## src/rtl/rf_write_port_arbiter_if.sv

```systemverilog
// rtl/rf_write_port_arbiter_if.sv - signal bundle shared by writeback, aux requester and register-file write port
interface rf_write_port_arbiter_if #(
  parameter int DEPTH = 4
);
  localparam int CW = $clog2(DEPTH) + 1;

  logic          wb_valid;
  logic [4:0]    wb_rd;
  logic [31:0]   wb_data;
  logic          aux_valid;
  logic          aux_ready;
  logic [4:0]    aux_rd;
  logic [31:0]   aux_data;
  logic          rf_we;
  logic [4:0]    rf_rd;
  logic [31:0]   rf_wdata;
  logic          stall_req;
  logic [CW-1:0] fifo_count;
  logic          err_pc_write;

  modport slave (
    input  wb_valid, wb_rd, wb_data, aux_valid, aux_rd, aux_data,
    output aux_ready, rf_we, rf_rd, rf_wdata, stall_req, fifo_count, err_pc_write
  );

  modport master (
    output wb_valid, wb_rd, wb_data, aux_valid, aux_rd, aux_data,
    input  aux_ready, rf_we, rf_rd, rf_wdata, stall_req, fifo_count, err_pc_write
  );
endinterface

```

## src/rtl/rf_write_port_arbiter.sv

```systemverilog
// rtl/rf_write_port_arbiter.sv - register-file write port shared by writeback (priority) and a FIFO-buffered aux requester
module rf_write_port_arbiter #(
  parameter int DEPTH    = 4,
  parameter int MAX_WAIT = 8
) (
  input  logic                   clk,
  input  logic                   rst,
  rf_write_port_arbiter_if.slave bus
);
  localparam int PW = $clog2(DEPTH);
  localparam int CW = PW + 1;
  localparam int AW = $clog2(MAX_WAIT + 1);
  localparam logic [CW-1:0] FULL    = CW'(DEPTH);
  localparam logic [AW-1:0] AGE_MAX = AW'(MAX_WAIT);
  localparam logic [4:0]    R_ZERO  = 5'd0;
  localparam logic [4:0]    R_PC    = 5'd31;

  logic [36:0]   mem [DEPTH];
  logic [PW-1:0] wr_ptr;
  logic [PW-1:0] rd_ptr;
  logic [CW-1:0] count;
  logic [AW-1:0] age;

  logic        aux_ready;
  logic        aux_acc;
  logic        push;
  logic        pop;
  logic        wb_legal;
  logic        pc_err;
  logic        rf_we_q;
  logic [4:0]  rf_rd_q;
  logic [31:0] rf_wdata_q;
  logic        stall_q;
  logic        err_q;

  // Handshake completes for r0/r31 too; those requests are simply not enqueued.
  always_comb begin
    aux_ready = !rst && (count < FULL);
    aux_acc   = bus.aux_valid && aux_ready;
    push      = aux_acc && (bus.aux_rd != R_ZERO) && (bus.aux_rd != R_PC);
    wb_legal  = bus.wb_valid && (bus.wb_rd != R_ZERO) && (bus.wb_rd != R_PC);
    pop       = !wb_legal && (count != '0);
    pc_err    = (bus.wb_valid && (bus.wb_rd == R_PC)) || (aux_acc && (bus.aux_rd == R_PC));
  end

  always_ff @(posedge clk) begin
    if (rst) begin
      wr_ptr <= '0;
      rd_ptr <= '0;
      count  <= '0;
    end else begin
      if (push) wr_ptr <= wr_ptr + PW'(1);
      if (pop)  rd_ptr <= rd_ptr + PW'(1);
      case ({push, pop})
        2'b10:   count <= count + CW'(1);
        2'b01:   count <= count - CW'(1);
        default: count <= count;
      endcase
    end
  end

  always_ff @(posedge clk) begin
    if (push) mem[wr_ptr] <= {bus.aux_rd, bus.aux_data};
  end

  // rf_rd/rf_wdata keep their last value on idle cycles.
  always_ff @(posedge clk) begin
    if (rst) begin
      rf_we_q    <= 1'b0;
      rf_rd_q    <= '0;
      rf_wdata_q <= '0;
    end else if (wb_legal) begin
      rf_we_q    <= 1'b1;
      rf_rd_q    <= bus.wb_rd;
      rf_wdata_q <= bus.wb_data;
    end else if (pop) begin
      rf_we_q                <= 1'b1;
      {rf_rd_q, rf_wdata_q}  <= mem[rd_ptr];
    end else begin
      rf_we_q <= 1'b0;
    end
  end

  always_ff @(posedge clk) begin
    if (rst) begin
      age     <= '0;
      stall_q <= 1'b0;
      err_q   <= 1'b0;
    end else begin
      err_q   <= pc_err;
      stall_q <= (age >= AGE_MAX);
      if ((count == '0) || pop)  age <= '0;
      else if (age < AGE_MAX)    age <= age + AW'(1);
    end
  end

  assign bus.aux_ready    = aux_ready;
  assign bus.rf_we        = rf_we_q;
  assign bus.rf_rd        = rf_rd_q;
  assign bus.rf_wdata     = rf_wdata_q;
  assign bus.stall_req    = stall_q;
  assign bus.fifo_count   = count;
  assign bus.err_pc_write = err_q;
endmodule

```

## src/flat_wrapper.sv

```systemverilog
// flat-port wrapper written by rule: the top's interface ports become plain ports
module rf_write_port_arbiter_flat 
#(
  parameter int DEPTH    = 4,
  parameter int MAX_WAIT = 8
)
  (clk, rst, bus_wb_valid, bus_wb_rd, bus_wb_data, bus_aux_valid, bus_aux_rd, bus_aux_data, bus_aux_ready, bus_rf_we, bus_rf_rd, bus_rf_wdata, bus_stall_req, bus_fifo_count, bus_err_pc_write);
  rf_write_port_arbiter_if #(.DEPTH(DEPTH)) bus_i ();
  input  logic clk;
  input  logic rst;
  input wire logic [$bits(bus_i.wb_valid)-1:0] bus_wb_valid;
  input wire logic [$bits(bus_i.wb_rd)-1:0] bus_wb_rd;
  input wire logic [$bits(bus_i.wb_data)-1:0] bus_wb_data;
  input wire logic [$bits(bus_i.aux_valid)-1:0] bus_aux_valid;
  input wire logic [$bits(bus_i.aux_rd)-1:0] bus_aux_rd;
  input wire logic [$bits(bus_i.aux_data)-1:0] bus_aux_data;
  output wire logic [$bits(bus_i.aux_ready)-1:0] bus_aux_ready;
  output wire logic [$bits(bus_i.rf_we)-1:0] bus_rf_we;
  output wire logic [$bits(bus_i.rf_rd)-1:0] bus_rf_rd;
  output wire logic [$bits(bus_i.rf_wdata)-1:0] bus_rf_wdata;
  output wire logic [$bits(bus_i.stall_req)-1:0] bus_stall_req;
  output wire logic [$bits(bus_i.fifo_count)-1:0] bus_fifo_count;
  output wire logic [$bits(bus_i.err_pc_write)-1:0] bus_err_pc_write;
  assign bus_i.wb_valid = bus_wb_valid;
  assign bus_i.wb_rd = bus_wb_rd;
  assign bus_i.wb_data = bus_wb_data;
  assign bus_i.aux_valid = bus_aux_valid;
  assign bus_i.aux_rd = bus_aux_rd;
  assign bus_i.aux_data = bus_aux_data;
  assign bus_aux_ready = bus_i.aux_ready;
  assign bus_rf_we = bus_i.rf_we;
  assign bus_rf_rd = bus_i.rf_rd;
  assign bus_rf_wdata = bus_i.rf_wdata;
  assign bus_stall_req = bus_i.stall_req;
  assign bus_fifo_count = bus_i.fifo_count;
  assign bus_err_pc_write = bus_i.err_pc_write;
  rf_write_port_arbiter #(.DEPTH(DEPTH), .MAX_WAIT(MAX_WAIT)) u_core (.clk(clk), .rst(rst), .bus(bus_i));
endmodule
```

## config.mk

```make
export PLATFORM = sky130hd
export DESIGN_NAME = rf_write_port_arbiter_flat
export DESIGN_NICKNAME = d
export VERILOG_FILES = /design/src/rtl/rf_write_port_arbiter_if.sv /design/src/rtl/rf_write_port_arbiter.sv /design/src/flat_wrapper.sv
export SDC_FILE = /design/constraint.sdc
export NUM_CORES = 1
export LEC_CHECK = 0
export BUFFER_PORTS_ARGS = -buffer_cell sky130_fd_sc_hd__buf_2
export CAP_MARGIN = 20
export CORE_UTILIZATION = 56
export CTS_CLUSTER_DIAMETER = 200
export DETAILED_ROUTE_END_ITERATION = 6
export GPL_TIMING_DRIVEN = 0
export HOLD_SLACK_MARGIN = 0.08
export PLACE_DENSITY = 0.88
export SYNTH_ARGS = -nofsm -noshare
export SYNTH_HDL_FRONTEND = slang
export SYNTH_SLANG_ARGS = --single-unit
export TNS_END_PERCENT = 50
```

## constraint.sdc

```tcl
create_clock -name clk -period 2.9 [get_ports clk]
set_input_delay 0.58 -clock clk [delete_from_list [all_inputs] [get_ports clk]]
set_output_delay 0.58 -clock clk [all_outputs]
set_load 0.005 [all_outputs]
```

==> results of run 1 <==
[synthesized netlist by cell type]
master and n:
a21oi_1 9, a221o_1 1, a221oi_1 1, a311oi_1 35, a31oi_1 1, a32oi_1 1, and3_1 4, and4_4 1
buf_2 11, buf_4 3, buf_6 3, clkbuf_1 12, clkbuf_2 1, dfxtp_1 53, edfxtp_1 148, fa_1 1
ha_1 7, inv_1 11, mux2_2 2, mux2i_1 3, mux4_2 37, nand2_1 72, nand3_1 2, nand3b_1 1
nand4_1 2, nor2_1 47, nor2b_1 2, nor3_1 2, nor3_2 1, o21ai_0 5, o32ai_1 1, or2_2 1
or3_1 5, or3_4 1, or4_1 2, xnor2_1 1, xor2_1 3
[flip-flops by register name (all words and copies together), names as in the netlist, named ones only]
signal and flops:
u_core.bus.rf_rd 5, u_core.wr_ptr 2, u_core.rd_ptr 2, u_core.bus.fifo_count 3, u_core.bus.rf_wdata 32, u_core.age 4, u_core.bus.err_pc_write 1, u_core.mem 148
u_core.bus.rf_we 1, u_core.bus.stall_req 1
[power by group through the flow]
stage          logic (mW)  clock network, mW  registers (mW)
6_report             1.85               2.37            3.43
5_1_grt              2.03               2.50            3.45
4_1_cts              1.86               2.40            3.43
3_5_place_dp         1.85                  0            3.48
3_3_place_gp         1.76                  0            3.47
2_1_floorplan        1.21                  0            3.48
[worst min-delay path by stage]
stage	depth (start not counted)	end	slack, ps
3_3_place_gp	2	u_core.bus.rf_wdata[1]$_SDFFE_PP0P_	460
6_report	1	u_core.mem[3][10]$_DFFE_PP_	300
3_5_place_dp	2	u_core.bus.rf_wdata[31]$_SDFFE_PP0P_	470
4_1_cts	1	u_core.mem[2][4]$_DFFE_PP_	290
2_1_floorplan	2	flop	460
5_1_grt	1	u_core.mem[2][4]$_DFFE_PP_	290
[final cells by class]
cell class	instances	area (sq um)
multi-input cells	251	2060
diodes	3	7.51
clock buffers	30	559
fillers	882	4090
inverters	11	41.3
well taps	176	220
flip-flops and latches	201	5510
clock inverters	8	38.8
plain buffers	30	161
repair buffers	124	711
[stage by stage]
step | power, mW | utilization, % | setup WS, ps
after floorplan | 4.69 | - | 303
after global placement | 5.23 | 64.1 | -426
after detailed placement | 5.33 | 64.9 | -7.70
after CTS | 7.68 | 69.4 | 457
after global routing | 7.98 | 69.4 | 273
final | 7.66 | 69.4 | 442
[logic make-up after synthesis]
group / count (synthesis) / synth area share (%)
DFF: 201 / 70.9
and+or+nand+nor: 143 / 7.85
AOI/OAI and AO/OA: 54 / 5.40
muxes: 42 / 11.4
buffers and inverters: 41 / 2.61
adders and majority gates: 8 / 1.39
xor gates and xnor gates: 4 / 0.451
[per-layer routing]
| layer | up-vias | share of wire, % | GRT usage (%) |
|---|---|---|---|
| met4 | 0 | 2.6 | 9.38 |
| li1 | 2195 | - | - |
| met2 | 248 | 52 | 40.4 |
| met5 | - | 0 | 0 |
| met3 | 44 | 7.5 | 4.42 |
| met1 | 2432 | 38 | 29.6 |
[worst max-delay path: stages]
cell     delay [ps]
buf_2           140
or4_1           540
mux2i_1         270
nor2_1           90
inv_1            60
ha_1            160
inv_1            60
fa_1            370
xor2_1          160
or3_1           300
a21oi_1         150
==> summary.md, run 1 <==
| Metric | Value |
|---|---|
| Outcome | completed |
| Core Area | 0.0134 sq mm |
| Inserted Clock Buffers | 21 |
| P per Cell Area | 823 mW/mm^2 |
| Sw frac | 29.1% |
| Die X | 120 microns |
| Post-Syn Nets | 579 |
| Vias in the first global route | 5,012 |
| Clock power frac | 31.0% |
| CP arrival | 2870 ps |
| Hold Crit Class | input pin to flop |
| Gr usage total | 23.5% |
| Vias | 4,919 |
| Number of placed instances, taps included | 793 |
| Post-synthesis cell type count | 37 |
| Reg2reg end | u_core.bus.fifo_count[2]$_SDFFE_PP0P_ |
| First-pass GRT wire length | 25,800 microns |
| Synth Area per Inst | 15.8 sq um |
| Internal | 5.43 mW |
| WP data required | 3310 ps |
| GP Congestion | 0.771 |
| Period utilization | 84.8% |
| Synth top area cells | edfxtp_1 57%, dfxtp_1 14%, mux4_2 11% |
| Pin count of the biggest net entering global routing | 22 |
| Sequential Power Share | 44.8% |
| Number of synthesized register bits | 201 |
| Cell count after synthesis | 493 |
| Final Instance Area | 0.00931 sq mm |
| Number of gates resized after cts | 0 |
| Area delta synth->final | 19.9% |
| Max Cap Viol | 0 |
| Rel. slew slack | 55.8% |
| Net Sw Power | 2.22 mW |
| # rows | 42 |
| Reg2reg setup slack | 520 ps |
| CTS tree | yes |
| H-tree depth | 1 |
| CTS Hold Bufs | 0 |
| Post-DR wirelength/cell | 20.0 microns |
| Chip height | 120 microns |
| Final setup viols | 0 |
| Origin of the worst setup path | bus_aux_rd[0] |
| Worst-Margin Slew | 662 ps |
| Grt ovf | 0 |
| Clock-pin slew on the worst setup and hold paths | 60 ps |
| Combinational power share | 24.2% |
| Final wirelength | 16,700 microns |
| Kind of critical path | input pin to flop |
| Placed Area | 0.00870 sq mm |
| Initial Utilization | 57.9% |
| RSZ-0062 raised after global routing | no |
| Layout cells sized above 1 | 32.7% |
| Fmax achieved | 0.407 GHz |
| Sequential element share of the synthesized area | 70.9% |
| Worst Skew | 15.7 ps |
| Hpwl dp | 11,200 microns |
| Num ports | 122 |
| Fin crit period | 2460 ps |
| Most common cell after layout, fill and taps aside | edfxtp_1 |
| CP max FO | 6 |
| Yosys warnings | 0 |
| Post-DR vias/cell | 5.90 |
| Root buffer cell | clkbuf_16 |
| Hold Vio Cnt, Final | 0 |
| Crit end category | flop |
| Hold path startpoint | bus_aux_data[10] |
| Most frequent cells in the layout | 148 x edfxtp_1, 131 x buf_2, 72 x nand2_1 |
| Leading area contributor after synthesis | edfxtp_1 |
| DRC Markers | 0 |
| Post-Layout Cell Count | 834 |
| Drt pass-1 iters | 5 |
| Antenna violations before repair | 3 |
| Crit start category | input pin |
| R2R depth | 9 |
| Port Buf Inserts | 120 |
| RR Startpoint | u_core.bus.fifo_count[2]$_SDFFE_PP0P_ |
| Die footprint | 0.0143 sq mm |
| Crit path to | u_core.bus.fifo_count[2]$_SDFFE_PP0P_ |
| Detailed Route Iter0 Violations | 333 |
| Synth top area share | 57.2% |
| Setup_tns | 0 ps |
| Worst-case clock buffer depth | 3 |
| Final Net Count | 726 |
| VDD IR-drop max | 0.496 mV |
| Routed Antenna Nets | 0 |
| Post-Syn Area | 0.00776 sq mm |
| Clk sink count | 201 |
| Slew Viols, Final | 0 |
| Postcts setup bufs | 0 |
| Clock Latency Late Sink | 490 ps |
| Leakage | 3.36 nW |
| Worst Hold Slack | 302 ps |
No activity file was read; power rests on OpenSTA's default activity.
==> run 2: changes to the inputs <==
--- a/config.mk
+++ b/config.mk
@@ -7,12 +7,12 @@
 export LEC_CHECK = 0
 export BUFFER_PORTS_ARGS = -buffer_cell sky130_fd_sc_hd__buf_2
 export CAP_MARGIN = 20
-export CORE_UTILIZATION = 56
+export CORE_UTILIZATION = 51
 export CTS_CLUSTER_DIAMETER = 200
 export DETAILED_ROUTE_END_ITERATION = 6
 export GPL_TIMING_DRIVEN = 0
 export HOLD_SLACK_MARGIN = 0.08
-export PLACE_DENSITY = 0.88
+export PLACE_DENSITY = 0.85
 export SYNTH_ARGS = -nofsm -noshare
 export SYNTH_HDL_FRONTEND = slang
 export SYNTH_SLANG_ARGS = --single-unit
==> constraint.sdc (replaced) <==
create_clock -name clk -period 2.12 [get_ports clk]
set_input_delay 0.424 -clock clk [delete_from_list [all_inputs] [get_ports clk]]
set_output_delay 0.424 -clock clk [all_outputs]
set_load 0.005 [all_outputs]
==> summary.md, run 2 (synthesized netlist as in run 1, its figures left out) <==
| Metric | Value |
|---|---|
| CP max stage cell | and3_2 |
| Clock Latency Late Sink | 480 ps (about the same) |
| Fmax achieved | 0.453 GHz |
| Num ports | 122 (unchanged) |
| Rel. slew slack | 33.3% (-23 points) |
| Final Net Count | 724 (-0.28%) |
| Initial Utilization | 52.8% (-5.1 points) |
| Hold path startpoint | bus_aux_data[3] |
| Chip height | 125 microns (+4.7%) |
| Pin count of the biggest net entering global routing | 38 (+73%) |
| RSZ-0062 raised after global routing | yes |
| Sequential Power Share | 43.4% (-1.4 points) |
| Port Buf Inserts | 120 (unchanged) |
| Sw frac | 28.2% (-0.80 points) |
| Clock-pin slew on the worst setup and hold paths | 60 ps (about the same) |
| CTS Hold Bufs | 0 (unchanged) |
| Clock power frac | 33.1% (+2.1 points) |
| CP max stage delay | 960 ps (+420 ps) |
| GP Congestion | 0.777 (+0.75%) |
| Grt ovf | 0 (unchanged) |
| CP arrival | 2300 ps (-570 ps) |
| Net Sw Power | 3.06 mW (+38%) |
| Drt pass-1 iters | 7 (+2) |
| Worst-case clock buffer depth | 3 (unchanged) |
| First-pass GRT wire length | 26,200 microns (+1.6%) |
| P per Cell Area | 1160 mW/mm^2 (+41%) |
| Clk sink count | 201 (unchanged) |
| Critical path cell sequence | nor3_1 -> and3_2 |
| Worst Skew | 12.8 ps (-2.90 ps) |
| WP data required | 2220 ps (-1090 ps) |
| Core Area | 0.0147 sq mm (+9.7%) |
| Root buffer cell | clkbuf_16 |
| Outcome | finished, violations left |
| Kind of critical path | flop to flop |
| Vias in the first global route | 4,958 (-1.1%) |
| Post-DR vias/cell | 5.74 (-2.7%) |
| Pwr Total | 10.8 mW (+42%) |
| H-tree depth | 1 (unchanged) |
| Most common cell after layout, fill and taps aside | edfxtp_1 |
| Worst setup margin | -88.8 ps (-531 ps) |
| Inserted Clock Buffers | 21 (unchanged) |
| Slew Viols, Final | 0 (unchanged) |
| Die footprint | 0.0157 sq mm (+9.6%) |
| Origin of the worst setup path | u_core.bus.fifo_count[2]$_SDFFE_PP0P_ |
| Max reg flops | 148 (unchanged) |
| Max Cap Viol | 0 (unchanged) |
| Gr usage total | 21.8% (-1.7 points) |
| Top reg by flops | u_core.mem |
| Die X | 125 microns (+4.7%) |
| Violated checks | DRC, setup timing |
| Post-DR wirelength/cell | 20.2 microns (+0.98%) |
| Period utilization | 104% |
| Most frequent cells in the layout | 148 x edfxtp_1, 131 x buf_2, 72 x nand2_1 |
| Leakage | 3.38 nW (+0.73%) |
| VDD IR-drop max | 0.706 mV (+42%) |
| Layout cells sized above 1 | 35.1% (+2.5 points) |
| Worst-Margin Slew | 1000 ps (+339 ps) |
| Final wirelength | 16,900 microns (+1.3%) |
| Hpwl dp | 11,200 microns (about the same) |
| Postcts setup bufs | 0 (unchanged) |
| Routed Antenna Nets | 0 (unchanged) |
| Crit end category | flop |
| Area delta synth->final | 20.5% |
| Hold Vio Cnt, Final | 0 (unchanged) |
| DRC Markers | 16 (+16) |
| CP max FO | 37 (+31) |
| RR Startpoint | u_core.bus.fifo_count[2]$_SDFFE_PP0P_ |
| Detailed Route Iter0 Violations | 389 (+17%) |
| Final setup viols | 75 (+75) |
| Antenna violations before repair | 1 (-2) |
| Hold Crit Class | input pin to flop |
| Crit start category | flop |
| Fin crit period | 2210 ps |
| Place WS | -540 ps (-532 ps) |
| Combinational power share | 23.5% (-0.7 points) |
| Vias | 4,805 (-2.3%) |
| CTS tree | yes |
| Internal | 7.78 mW (+43%) |
| # rows | 44 (+4.8%) |
-- run 2: cell count changes in the layout (fill, tap and decap cells not counted), moves of 3 or more --
cell	before	now
clkbuf_1	21	14
buf_16	4	0
clkbuf_8	0	3
clkinv_1	4	1
clkinv_2	3	6
dfxtp_1	53	50
-- run 2: layout make-up --
class                      instances  area [sq um]
inverter                          11          41.3
sequential                       201          5510
clock inverter                    10           101
buffer                            30           165
timing repair buffer             122           641
multi-input combinational        251          2090
fill                            1038          5340
antenna                            1          2.50
tap                              184           230
clock buffer                      27           578
-- run 2: power groups by stage --
stage	registers, mW	logic [mW]	clock network (mW)
after floorplan	4.76	1.66	0
after global placement	4.74	2.44	0
after detailed placement	4.77	2.52	0
after CTS	4.69	2.55	3.63
after global routing	4.74	2.80	3.78
final	4.71	2.55	3.59
-- run 2: worst paths after layout --
| kind | end | depth (start not counted) | slack, ps |
|---|---|---|---|
| setup / recovery | u_core.mem[1][17]$_DFFE_PP_ | 2 | -90 |
| hold / removal | u_core.mem[3][3]$_DFFE_PP_ | 1 | 150 |
| setup reg to reg | u_core.mem[1][17]$_DFFE_PP_ | 2 | -90 |
| hold reg to reg | u_core.bus.rf_wdata[8]$_SDFFE_PP0P_ | 2 | 470 |
-- run 2: per-layer routing --
layer / GRT usage, % / vias to the layer above / share of wire (%)
met2: 38.0 / 176 / 52
met3: 3.98 / 46 / 5.3
met1: 27.5 / 2392 / 40
li1: - / 2191 / -
met5: 0 / - / 0
met4: 7.89 / 0 / 3.2
-- run 2: metrics by stage --
| step | std cells | cell area (sq um) | setup TNS (ps) | hold WS, ps | util, % |
|---|---|---|---|---|---|
| 6_report | 837 | 9360 | -5610 | 154 | 63.7 |
| 5_1_grt | 836 | 9360 | -18110 | 145 | 63.6 |
| 4_1_cts | 836 | 9330 | -5200 | 146 | 63.5 |
| 3_5_place_dp | 799 | 8650 | -42630 | 466 | 58.8 |
| 3_3_place_gp | 797 | 8610 | -116570 | 463 | 58.6 |
| 2_1_floorplan | 493 | 7780 | -16510 | 459 | - |
-- run 2: worst max-delay path, delay by kind of cell, from the launching register on --
kind             cells  cell delay (ps)
flip-flops           1              380
AND/OR/NAND/NOR      2             1420
-- run 2: what timing repair did --
action                                  4_1_cts  5_1_grt
endpoints found under the setup margin       76       76
pin swaps                                     0        0
gates resized for setup                       2        8
==> run 3: changes to the inputs <==
--- a/config.mk
+++ b/config.mk
@@ -7,12 +7,12 @@
 export LEC_CHECK = 0
 export BUFFER_PORTS_ARGS = -buffer_cell sky130_fd_sc_hd__buf_2
 export CAP_MARGIN = 20
-export CORE_UTILIZATION = 51
+export CORE_UTILIZATION = 25
 export CTS_CLUSTER_DIAMETER = 200
 export DETAILED_ROUTE_END_ITERATION = 6
 export GPL_TIMING_DRIVEN = 0
 export HOLD_SLACK_MARGIN = 0.08
-export PLACE_DENSITY = 0.85
+export PLACE_DENSITY = 0.52
 export SYNTH_ARGS = -nofsm -noshare
 export SYNTH_HDL_FRONTEND = slang
 export SYNTH_SLANG_ARGS = --single-unit
==> summary.md, run 3 (synthesized netlist as in run 1, its figures left out) <==
| Metric | Value |
|---|---|
| GR Util met2 | 19.5% (-18 points) |
| Top reg by flops | u_core.mem |
| GR Util met3 | 3.18% (-0.80 points) |
| VDD IR-drop max | 0.447 mV (-37%) |
| Final core area utilization | 31.7% (-32 points) |
| Inserted Clock Buffers | 23 (+9.5%) |
| WP data required | 2540 ps (+320 ps) |
| Crit start category | input pin |
| Worst Skew | 11.8 ps (-1.02 ps) |
| Post-DR vias/cell | 4.40 (-23%) |
| Hold path startpoint | bus_aux_data[7] |
| RSZ-0062 raised after global routing | yes |
| RR Startpoint | u_core.bus.fifo_count[2]$_SDFFE_PP0P_ |
| H-tree depth | 1 (unchanged) |
| CTS tree | yes |
| Worst-case clock buffer depth | 3 (unchanged) |
| Chip height | 178 microns (+42%) |
| Place WS | -686 ps (-146 ps) |
| Grt ovf | 0 (unchanged) |
| Slew Viols, Final | 0 (unchanged) |
| Antenna violations before repair | 4 (+3) |
| Vias in the first global route | 4,852 (-2.1%) |
| Global route hottest layer | met2 |
| Placed Area | 0.00891 sq mm (+3.1%) |
| Clock-pin slew on the worst setup and hold paths | 60 ps (about the same) |
| Period utilization | 102% (-2.4 points) |
| GP Congestion | 0.720 (-7.4%) |
| Final Instance Area | 0.00969 sq mm (+3.6%) |
| Most frequent cells in the layout | 148 x edfxtp_1, 131 x buf_2, 72 x nand2_1 |
| Hold endpoint | u_core.mem[0][7]$_DFFE_PP_ |
| Detailed Route Iter0 Violations | 223 (-43%) |
| Final wirelength | 19,100 microns (+13%) |
| Max reg flops | 148 (unchanged) |
| CTS Hold Bufs | 0 (unchanged) |
| Final setup viols | 1 (-99%) |
| Post-DR wirelength/cell | 18.1 microns (-10%) |
| CP arrival | 2570 ps (+270 ps) |
| Pin count of the biggest net entering global routing | 38 (unchanged) |
| Die X | 178 microns (+42%) |
| Max Cap Viol | 0 (unchanged) |
| DRC Markers | 2 (-14) |
| Postcts setup bufs | 0 (unchanged) |
| Hold Vio Cnt, Final | 0 (unchanged) |
| Root buffer cell | clkbuf_16 |
| Violated checks | DRC, setup timing |
| Crit end category | flop |
| Worst setup margin | -37.6 ps (+51.2 ps) |
| Gr usage total | 12.1% (-9.7 points) |
| Core Area | 0.0306 sq mm (+110%) |
| Clk sink count | 201 (unchanged) |
| Layout cells sized above 1 | 34.8% (-0.32 points) |
| Clock Latency Late Sink | 500 ps (+20 ps) |
| # rows | 64 (+45%) |
| Leakage | 3.40 nW (+0.51%) |
| Pwr Total | 10.9 mW (+0.73%) |
| Num ports | 122 (unchanged) |
| Hold Crit Class | input pin to flop |
| Hpwl dp | 12,700 microns (+13%) |
| Most common cell after layout, fill and taps aside | edfxtp_1 |
| Hold path depth | 1 (unchanged) |
| Reg2reg setup slack | 0 ps (+90 ps) |
| Final Net Count | 728 (+0.55%) |
| Worst-Margin Slew | 678 ps (-323 ps) |
| Routed Antenna Nets | 0 (unchanged) |
| Outcome | finished, violations left |
| Drt pass-1 iters | 6 (-1) |
| Die footprint | 0.0318 sq mm (+100%) |
| CP max FO | 6 (-84%) |
| Initial Utilization | 25.4% (-27 points) |
| Port Buf Inserts | 120 (unchanged) |
| Fin crit period | 2160 ps (-51.2 ps) |
| Kind of critical path | input pin to flop |
| Vias | 4,644 (-3.4%) |
| Reg2reg end | u_core.mem[0][31]$_DFFE_PP_ |
| P per Cell Area | 1130 mW/mm^2 (-2.7%) |
| R2R depth | 3 (+1) |
| Layout fillers | 3,075 (+200%) |
| Area delta synth->final | 24.8% |
| First-pass GRT wire length | 28,600 microns (+9.2%) |
| Fmax achieved | 0.463 GHz (+2.4%) |
| Rel. slew slack | 54.8% (+22 points) |
| GR Util met1 | 16.2% (-11 points) |
## run 3: cell types whose count changed in the layout (fill, tap and decap cells not counted), moves of 2 or more
cell,change
clkbuf_1,+6
clkinv_2,-4
buf_16,+2
bufinv_16,-2
clkbuf_16,+2
## run 3: per-stage QoR
step | cells | TNS, ps | hold slack, ps
after floorplan | 493 | -16510 | 459
after global placement | 1009 | -152720 | 467
after detailed placement | 1011 | -76300 | 467
after CTS | 1052 | -17320 | 110
after global routing | 1054 | -9930 | 118
final | 1055 | -37.6 | 136
## run 3: timing repair
item / 4_1_cts / 5_1_grt
endpoints found under the setup margin: 120 / 83
endpoints found under the hold margin: 0 / 0
resized for setup: 6 / 7
pin swaps: 0 / 0
## run 3: worst max-delay path, stage by stage
cell and delay (ps):
buf_2 140, or4_4 560, mux2i_4 190, nor2_1 70, inv_1 60, ha_2 170, inv_1 50, fa_2 330
xor2_1 150, or3_1 320, a21oi_2 110
## run 3: metal layers
layer,vias to the layer above,part of all wire [%],wire length (microns)
met5,-,0.18,34
met3,39,7.5,1420
met2,139,46,8720
li1,2195,-,-
met4,6,1.8,351
met1,2265,45,8580
## run 3: worst max path at each step
| stage | start | endpoint | slack [ps] | cells past startpoint |
|---|---|---|---|---|
| floorplan | bus_aux_rd[0] | u_core.bus.fifo_count[2]$_SDFFE_PP0P_ | -250 | 10 |
| global placement | rst | u_core.mem[2][14]$_DFFE_PP_ | -1460 | 3 |
| detailed placement | rst | u_core.mem[1][14]$_DFFE_PP_ | -690 | 3 |
| CTS | u_core.bus.fifo_count[2]$_SDFFE_PP0P_ | u_core.mem[1][21]$_DFFE_PP_ | -250 | 2 |
| global route | u_core.bus.fifo_count[2]$_SDFFE_PP0P_ | u_core.mem[0][12]$_DFFE_PP_ | -160 | 3 |
| finish | bus_aux_rd[0] | u_core.bus.fifo_count[2]$_SDFFE_PP0P_ | -40 | 11 |
## run 3: final cells by class
type,instances,area [sq um],share of cell area [%]
inverter,11,41.3,0.426
multi-input combinational,251,2100,21.7
antenna,1,2.50,0.0258
tap,396,495,5.11
clock inverter,7,40.0,0.413
clock buffer,34,637,6.57
sequential,201,5510,56.9
buffer,30,169,1.74
timing repair buffer,124,696,7.18
## run 3: where the power goes
group / switching (mW) / internal, mW / total [mW]
Combinational: 1.54 / 1.10 / 2.65
Clock: 1.50 / 2.08 / 3.58
Sequential: 0.158 / 4.54 / 4.70
Total: 3.20 / 7.72 / 10.9
